<file path="src/rtl/control_botones_ajuste_pkg.sv">
// rtl/control_botones_ajuste_pkg.sv - field codes and button indices shared by the adjust front end
package control_botones_ajuste_pkg;

    typedef logic [3:0] field_t;

    // Field codes are shared with the two-digit field counters downstream.
    localparam field_t FIELD_NONE  = 4'd0;
    localparam field_t FIELD_HOUR  = 4'd1;
    localparam field_t FIELD_MIN   = 4'd2;
    localparam field_t FIELD_SEC   = 4'd3;
    localparam field_t FIELD_YEAR  = 4'd4;
    localparam field_t FIELD_MONTH = 4'd5;
    localparam field_t FIELD_DAY   = 4'd6;
    localparam field_t FIELD_FIRST = FIELD_HOUR;
    localparam field_t FIELD_LAST  = FIELD_DAY;

    localparam int NUM_BTN   = 5;
    localparam int BTN_DOWN  = 0;
    localparam int BTN_UP    = 1;
    localparam int BTN_RIGHT = 2;
    localparam int BTN_LEFT  = 3;
    localparam int BTN_MODE  = 4;

    function automatic field_t next_field(input field_t f);
        return (f == FIELD_LAST) ? FIELD_FIRST : field_t'(f + 4'd1);
    endfunction

    function automatic field_t prev_field(input field_t f);
        return (f == FIELD_FIRST) ? FIELD_LAST : field_t'(f - 4'd1);
    endfunction

endpackage

</file>
<file path="src/rtl/control_botones_ajuste_debounce.sv">
// rtl/control_botones_ajuste_debounce.sv - per-button synchronizer, debouncer and rising-edge pulse
module debounce_boton #(
    parameter int DB_CYCLES = 1_000_000
) (
    input  logic clk,
    input  logic reset,
    input  logic btn,
    output logic db,
    output logic pe
);

    localparam int CW = $clog2(DB_CYCLES);
    localparam logic [CW-1:0] CNT_MAX = CW'(DB_CYCLES - 1);

    logic          sync_a;
    logic          sync_b;
    logic          db_d;
    logic [CW-1:0] cnt;

    always_ff @(posedge clk) begin
        if (!reset) begin
            sync_a <= 1'b0;
            sync_b <= 1'b0;
            db     <= 1'b0;
            db_d   <= 1'b0;
            cnt    <= '0;
        end else begin
            sync_a <= btn;
            sync_b <= sync_a;
            db_d   <= db;
            // Any sample agreeing with the accepted level restarts the run.
            if (sync_b == db) begin
                cnt <= '0;
            end else if (cnt == CNT_MAX) begin
                db  <= ~db;
                cnt <= '0;
            end else begin
                cnt <= cnt + 1'b1;
            end
        end
    end

    assign pe = db & ~db_d;

endmodule

</file>
<file path="src/rtl/control_botones_ajuste.sv">
// rtl/control_botones_ajuste.sv - debounced buttons driving the date/time field-select FSM
module control_botones_ajuste
    import control_botones_ajuste_pkg::*;
#(
    parameter int          DB_CYCLES      = 1_000_000,
    parameter logic [31:0] TIMEOUT_CYCLES = 32'd3_000_000_000
) (
    input  logic       clk,
    input  logic       reset,
    input  logic       btn_mode,
    input  logic       btn_left,
    input  logic       btn_right,
    input  logic       btn_up,
    input  logic       btn_down,
    output logic [3:0] en_count,
    output logic       enUP,
    output logic       enDOWN,
    output logic       adjust_active
);

    typedef enum logic {
        ST_IDLE,
        ST_ADJUST
    } state_t;

    logic [NUM_BTN-1:0] raw_vec;
    logic [NUM_BTN-1:0] db_vec;
    logic [NUM_BTN-1:0] pe_vec;

    assign raw_vec[BTN_DOWN]  = btn_down;
    assign raw_vec[BTN_UP]    = btn_up;
    assign raw_vec[BTN_RIGHT] = btn_right;
    assign raw_vec[BTN_LEFT]  = btn_left;
    assign raw_vec[BTN_MODE]  = btn_mode;

    for (genvar i = 0; i < NUM_BTN; i++) begin : g_btn
        debounce_boton #(
            .DB_CYCLES(DB_CYCLES)
        ) u_db (
            .clk  (clk),
            .reset(reset),
            .btn  (raw_vec[i]),
            .db   (db_vec[i]),
            .pe   (pe_vec[i])
        );
    end

    // Up/down act on levels, so their edge pulses are not consumed.
    logic unused_pe;
    assign unused_pe = pe_vec[BTN_UP] ^ pe_vec[BTN_DOWN];

    state_t      state;
    logic [31:0] idle_cnt;
    logic        any_held;
    logic        step_right;
    logic        step_left;
    logic        timed_out;
    logic        want_up;
    logic        want_down;

    assign any_held   = |db_vec;
    assign step_right = pe_vec[BTN_RIGHT] & ~pe_vec[BTN_LEFT];
    assign step_left  = pe_vec[BTN_LEFT] & ~pe_vec[BTN_RIGHT];
    assign timed_out  = ~any_held & (idle_cnt == TIMEOUT_CYCLES - 32'd1);
    assign want_up    = db_vec[BTN_UP] & ~db_vec[BTN_DOWN];
    assign want_down  = db_vec[BTN_DOWN] & ~db_vec[BTN_UP];

    always_ff @(posedge clk) begin
        if (!reset) begin
            state         <= ST_IDLE;
            idle_cnt      <= '0;
            en_count      <= FIELD_NONE;
            adjust_active <= 1'b0;
            enUP          <= 1'b0;
            enDOWN        <= 1'b0;
        end else begin
            enUP   <= 1'b0;
            enDOWN <= 1'b0;
            case (state)
                ST_IDLE: begin
                    idle_cnt <= '0;
                    if (pe_vec[BTN_MODE]) begin
                        state         <= ST_ADJUST;
                        en_count      <= FIELD_FIRST;
                        adjust_active <= 1'b1;
                    end
                end
                ST_ADJUST: begin
                    // Mode beats left/right; leaving clears every output at once.
                    if (pe_vec[BTN_MODE] || timed_out) begin
                        state         <= ST_IDLE;
                        idle_cnt      <= '0;
                        en_count      <= FIELD_NONE;
                        adjust_active <= 1'b0;
                    end else begin
                        idle_cnt <= any_held ? 32'd0 : idle_cnt + 32'd1;
                        // Up/down stay quiet for the cycle the field moves.
                        if (step_right) begin
                            en_count <= next_field(en_count);
                        end else if (step_left) begin
                            en_count <= prev_field(en_count);
                        end else begin
                            enUP   <= want_up;
                            enDOWN <= want_down;
                        end
                    end
                end
                default: begin
                    state         <= ST_IDLE;
                    idle_cnt      <= '0;
                    en_count      <= FIELD_NONE;
                    adjust_active <= 1'b0;
                end
            endcase
        end
    end

endmodule

</file>
<file path="config.mk">
export PLATFORM = sky130hd
export DESIGN_NAME = control_botones_ajuste
export DESIGN_NICKNAME = d
export VERILOG_FILES = /design/src/rtl/control_botones_ajuste_pkg.sv /design/src/rtl/control_botones_ajuste_debounce.sv /design/src/rtl/control_botones_ajuste.sv
export SDC_FILE = /design/constraint.sdc
export NUM_CORES = 1
export LEC_CHECK = 0
export BUFFER_PORTS_ARGS = -buffer_cell sky130_fd_sc_hd__buf_2
export CAP_MARGIN = 20
export CORE_MARGIN = 4
export CORE_UTILIZATION = 54
export CTS_BUF_LIST = sky130_fd_sc_hd__clkbuf_8
export DETAILED_ROUTE_END_ITERATION = 8
export GPL_TIMING_DRIVEN = 0
export PLACE_DENSITY_LB_ADDON = 0.3
export REMOVE_ABC_BUFFERS = 1
export SETUP_SLACK_MARGIN = 0.5
export SLEW_MARGIN = 5
export SYNTH_ARGS = -nofsm -noshare
export SYNTH_HDL_FRONTEND = slang
export SYNTH_HIERARCHICAL = 1
export SYNTH_SLANG_ARGS = --single-unit
</file>
<file path="constraint.sdc">
create_clock -name clk -period 2.1 [get_ports clk]
set_input_delay 0.21 -clock clk [delete_from_list [all_inputs] [get_ports clk]]
set_output_delay 0.21 -clock clk [all_outputs]
set_load 0.01 [all_outputs]
</file>
==> results of run 1 <==
[cells in the final DEF, fill, tap and decap left out, types with 6 or more instances in the layout]
cell,count
dfxtp_1,83
xnor2_1,77
buf_4,63
nor2_1,59
nor2_2,57
nand2_1,48
nand3_1,47
inv_1,39
dfxtp_4,38
dfxtp_2,37
nor4_1,31
xor2_1,30
nand4_1,27
nor2_4,23
or4_4,19
clkbuf_8,19
nor3_1,16
a21oi_2,15
o21ai_0,14
and2_1,14
o31ai_1,13
buf_2,13
buf_6,12
a21oi_1,10
and3_1,9
or4_1,8
a31o_4,8
or3_1,7
and4_1,6
nand3_4,6
buf_12,6
[final timing paths]
| path | end |
|---|---|
| setup / recovery | en_count[2]$_SDFFE_PN0P_ |
| hold / removal | g_btn[0].u_db/db$_SDFFE_PN0P_ |
| setup reg to reg | en_count[2]$_SDFFE_PN0P_ |
| hold reg to reg | g_btn[4].u_db/sync_b$_SDFF_PN0_ |
[layout make-up]
class,count,area share [%]
multi-input combinational,622,47.5
sequential,158,34.1
timing repair buffer,105,10.1
clock buffer,19,2.66
tap,176,2.24
clock inverter,13,1.98
inverter,37,1.41
[report_power, final]
group	switching (W)	internal, W	total (W)	leakage [nW]
Clock	0.00112	0.00146	0.00258	0.230
Combinational	0.0000593	0.0000622	0.000121	1.50
Sequential	0.00000841	0.00295	0.00296	1.32
Total	0.00119	0.00448	0.00567	3.05
[critical path, cell delays in order, from the launching register on]
cell and delay [ns]:
dfxtp_1 0.49, inv_1 0.12, ha_1 0.23, nor2b_1 0.17, or3_1 0.32, o21ai_0 0.16
o21ai_0 0.16, a32o_1 0.27
[layer usage]
| metal | track usage, % | wire [um] | vias up |
|---|---|---|---|
| li1 | - | - | 3190 |
| met1 | 27.3 | 8060 | 3275 |
| met2 | 40.8 | 10100 | 277 |
| met3 | 5.46 | 1030 | 82 |
| met4 | 10.6 | 769 | 0 |
| met5 | 0 | 0 | - |
[sequential cells by signal, summed over array words and instances (netlist names)]
register,cells
g_btn.u_db/cnt,100
idle_cnt,32
g_btn.u_db/db,5
g_btn.u_db/sync_a,5
g_btn.u_db/sync_b,5
en_count,4
g_btn.u_db/db_d,3
adjust_active,1
enDOWN,1
enUP,1
state,1
[per-stage QoR]
step / power (W) / hold slack, ns / TNS [ns] / std cells / utilization [%]
after global placement: 0.00313 / 0.416 / -16.59 / 997 / 55.9
after global routing: 0.00586 / 0.256 / 0 / 1130 / 74.3
after floorplan: 0.00311 / 0.327 / -1.26 / 808 / -
final: 0.00567 / 0.271 / 0 / 1130 / 74.3
after detailed placement: 0.00313 / 0.418 / -19.05 / 997 / 55.9
after CTS: 0.00567 / 0.214 / 0 / 1107 / 70.0
[timing repair]
item,CTS,global route
endpoints found under the setup margin,140,140
pin swaps,69,71
endpoints found under the hold margin,5,0
setup buffers,60,22
resized for setup,207,116
hold buffers,5,0
gates cloned,13,1
==> flow_metrics.env, run 1 <==
export IMPL_track_usage_pct=23.4
export IMPL_h_tree_depth=4
export IMPL_slew_viol_final=0
export IMPL_die_area_um2=15400
export IMPL_num_vias=6824
export IMPL_min_from="reset"
export IMPL_r2r_slack_ns=0.07
export IMPL_vdd_drop_max_v=0.000540
export IMPL_cp_start_kind="flop"
export IMPL_first_pass_iters=6
export IMPL_grt_pass1_wl_um=30700
export IMPL_areaGrowthSynthToFinish_pct=34.9
export IMPL_synthCells=831
export IMPL_worstSetupEndpointType="flop"
export IMPL_fillers=836
export IMPL_hold_path_class="in -> reg"
export IMPL_drtIter0Drc=566
export IMPL_port_buffers=13
export IMPL_fin_nets=958
export IMPL_place_ws_ns=-0.621
export IMPL_grt_max_degree=30
export IMPL_synth_yosys_warnings=6
export IMPL_rsz0062_at_grt="true"
export IMPL_dieHeight_um=124
export IMPL_cts_root_buf="clkbuf_8"
export IMPL_worst_clock_skew_ns=0.0102
export IMPL_ant_nets=0
export IMPL_ios=14
export IMPL_setup_violations=0
export IMPL_multiInputGateArea_um2=4680
export IMPL_drive_gt1_share_pct=39.7
export IMPL_place_hpwl_um=9450
export IMPL_required_ns=2.46
export IMPL_cp_arrival_ns=2.39
export IMPL_drc=0
export IMPL_fmax_mhz=493
export IMPL_dpl_cell_area_um2=7400
export IMPL_cellLeakagePower_nw=3.05
export IMPL_post_route_period_util_pct=96.6
export IMPL_finalHoldViolations=0
export IMPL_die_w_um=124
export IMPL_cts_buffers=17
export IMPL_grt_pass1_vias=6579
export IMPL_critPathLaunch="en_count[1]$_SDFFE_PN0P_"
export IMPL_wl_per_cell_um=17.7
export IMPL_antenna_found_initial=0
export IMPL_relSlewSlack_pct=36.5
export IMPL_setup_ws_ns=0.0722
export IMPL_cts_sinks=158
export IMPL_diodes=0
export IMPL_post_synth_cell_area_avg_um2=8.78
export IMPL_seqCellArea_um2=3350
export IMPL_syn_cell_area_um2=7290
export IMPL_fp_row_count=42
export IMPL_path_class="reg -> reg"
export IMPL_reg2reg_depth=7
export IMPL_cap_violations=0
export IMPL_coreArea_um2=13200
export IMPL_hold_path_depth=2
export IMPL_period_minus_slack_ns=2.03
export IMPL_clkTransAtPathRegs_ns=0.08
export IMPL_clk_latency_ns=0.47
export IMPL_design_area_um2=9840
export IMPL_vias_per_cell=6.04
export IMPL_cts_tree="done"
export IMPL_status="completed"
export IMPL_p_per_area_nw_per_um2=576
export IMPL_worstMarginPinSlew_ns=0.950
export IMPL_place_gp_congestion=0.826
export IMPL_clk_path_buf_depth=2
export IMPL_start_util_pct=55.1
export IMPL_reg2reg_from="en_count[1]$_SDFFE_PN0P_"
export IMPL_wirelength_um=20000
export IMPL_critPathMaxFanout=7
export IMPL_grt_ovfl_total=0
Note: power is estimated with default switching activity, not from simulation.
==> inputs of run 2 (changes only) <==
Settings changed: CORE_UTILIZATION 54 to 55.
==> run 2 against run 1 <==
Net effect: worst hold slack worse by 0.010 ns; critical path type unchanged; non-clock buffer count fell by 5; fmax is 2.5% higher; largest power group unchanged; sequential cell count stayed put; power down 6.6%.
==> flow_metrics.env, run 2 (synthesized netlist as in run 1, its figures left out) <==
export IMPL_first_pass_iters=5
export IMPL_grt_ovfl_total=0
export IMPL_vias_per_cell=6.20
export IMPL_p_per_area_nw_per_um2=536
export IMPL_coreArea_um2=12800
export IMPL_reg2reg_from="idle_cnt[19]$_SDFF_PP0_"
export IMPL_hold_path_class="in -> reg"
export IMPL_grt_max_degree=30
export IMPL_diodes=0
export IMPL_relSlewSlack_pct=53.1
export IMPL_grt_pass1_vias=6663
export IMPL_critPathMaxFanout=8
export IMPL_r2r_slack_ns=0.12
export IMPL_die_w_um=123
export IMPL_wl_per_cell_um=19.3
export IMPL_cts_tree="done"
export IMPL_cts_sinks=158
export IMPL_drive_gt1_share_pct=40.4
export IMPL_ant_nets=0
export IMPL_min_to="g_btn[0].u_db/db$_SDFFE_PN0P_"
export IMPL_layout_common_cells="dfxtp_1, xnor2_1, nor2_1, buf_4"
export IMPL_fp_row_count=41
export IMPL_place_gp_congestion=0.866
export IMPL_port_buffers=13
export IMPL_cts_root_buf="clkbuf_8"
export IMPL_num_vias=6938
export IMPL_ios=14
export IMPL_path_class="reg -> reg"
export IMPL_cts_buffers=17
export IMPL_cap_violations=0
export IMPL_post_route_period_util_pct=94.2
export IMPL_cellLeakagePower_nw=3.04
export IMPL_status="completed"
export IMPL_place_hpwl_um=9380
export IMPL_vdd_drop_max_v=0.000462
export IMPL_antenna_found_initial=0
export IMPL_min_from="reset"
export IMPL_hold_path_depth=2
export IMPL_largest_register_ffs=100
export IMPL_drtIter0Drc=749
export IMPL_fin_nets=953
export IMPL_hold_ws_ns=0.261
export IMPL_rsz0062_at_grt="true"
export IMPL_dieHeight_um=123
export IMPL_wirelength_um=21600
export IMPL_reg2reg_depth=6
export IMPL_start_util_pct=56.9
export IMPL_reg2reg_to="idle_cnt[8]$_SDFF_PP0_"
export IMPL_largest_register="g_btn.u_db/cnt"
export IMPL_largestRegisters="g_btn.u_db/cnt: 100 flops, idle_cnt: 32 flops"
export IMPL_worstSetupEndpointType="flop"
export IMPL_clk_latency_ns=0.46
export IMPL_cp_start_kind="flop"
export IMPL_clkTransAtPathRegs_ns=0.08
export IMPL_areaGrowthSynthToFinish_pct=35.2
export IMPL_required_ns=2.45
export IMPL_period_minus_slack_ns=1.98
export IMPL_postLayoutCoreUtil_pct=76.9
export IMPL_grt_pass1_wl_um=31400
export IMPL_cp_arrival_ns=2.33
export IMPL_worst_clock_skew_ns=0.0186
export IMPL_fin_setup_tns_ns=0
export IMPL_clk_path_buf_depth=2
export IMPL_h_tree_depth=4
export IMPL_track_usage_pct=25.7
export IMPL_slew_viol_final=0
export IMPL_setup_violations=0
export IMPL_drc=0
export IMPL_fmax_mhz=506
export IMPL_die_area_um2=15200
export IMPL_final_common_cell="dfxtp_1"
export IMPL_finalHoldViolations=0
export IMPL_worstMarginPinSlew_ns=0.698
==> run 2: changes by cell type in the layout (fill, tap and decap cells not counted), moves of 3 or more <==
cell,delta
nor4_1,-5
dfxtp_2,+3
nor4_2,+3
o31ai_2,+3
o31ai_1,-3
nor2_2,-9
bufinv_16,-3
buf_6,-4
nor2_4,+7
==> run 2: metrics by stage <==
stage                     worst slack [ns]  area [um^2]  std cells  total power (W)
after CTS                            0.128         9200       1105          0.00526
final                                0.122         9860       1119          0.00529
after detailed placement            -0.622         7400        993          0.00313
after global placement              -0.546         7400        993          0.00313
after floorplan                    -0.0425         7120        808          0.00311
after global routing                0.0500         9860       1119          0.00545
==> run 2: cell type report <==
class                           count  area [um^2]
Inverter                           37          139
Multi-Input combinational cell    622         4830
Sequential cell                   158         3350
Fill cell                         754         2960
Clock buffer                       20          275
Clock inverter                     10         98.8
Tap cell                          172          215
Timing Repair Buffer              100          958
==> run 2: critical path: stages, from the launching register on <==
cell     delay, ns
dfxtp_2       0.33
or4b_4        0.55
nor4_4        0.31
and4_4        0.33
buf_12        0.11
or4b_4        0.20
nor2_1        0.06
==> run 2: where the power goes <==
part | total (W) | switching [W] | internal, W
logic | 0.000119 | 0.0000601 | 0.0000594
clock network | 0.00220 | 0.00109 | 0.00112
registers | 0.00297 | 0.00000858 | 0.00296
==> run 2: worst max-delay path by stage <==
| stage | endpoint | start | cells past startpoint | slack (ns) |
|---|---|---|---|---|
| final | idle_cnt[8]$_SDFF_PP0_ | idle_cnt[19]$_SDFF_PP0_ | 6 | 0.12 |
| after global routing | idle_cnt[25]$_SDFF_PP0_ | idle_cnt[27]$_SDFF_PP0_ | 6 | 0.05 |
| after CTS | idle_cnt[28]$_SDFF_PP0_ | idle_cnt[17]$_SDFF_PP0_ | 6 | 0.13 |
| after detailed placement | idle_cnt[26]$_SDFF_PP0_ | idle_cnt[26]$_SDFF_PP0_ | 5 | -0.62 |
| after global placement | idle_cnt[19]$_SDFF_PP0_ | idle_cnt[26]$_SDFF_PP0_ | 5 | -0.55 |
| after floorplan | idle_cnt[10]$_SDFF_PP0_ | idle_cnt[26]$_SDFF_PP0_ | 5 | -0.04 |
==> run 2: repair_timing <==
| action | 4_1_cts | 5_1_grt |
|---|---|---|
| pin swaps | 99 | 63 |
| gates cloned | 12 | 2 |
| setup buffers | 65 | 12 |
| gates resized for setup | 190 | 152 |
| hold endpoints to repair | 5 | 0 |
| hold buffers | 5 | 0 |
| setup endpoints to repair | 140 | 140 |
==> run 2: per-layer routing <==
layer / part of all wire [%] / vias up / GRT usage (%) / wire length (um)
met4: 4.1 / 0 / 11.4 / 880
met1: 38 / 3333 / 30.1 / 8210
met3: 5.8 / 97 / 5.12 / 1250
li1: - / 3177 / - / -
met5: 0 / - / 0 / 0
met2: 52 / 331 / 45.3 / 11300
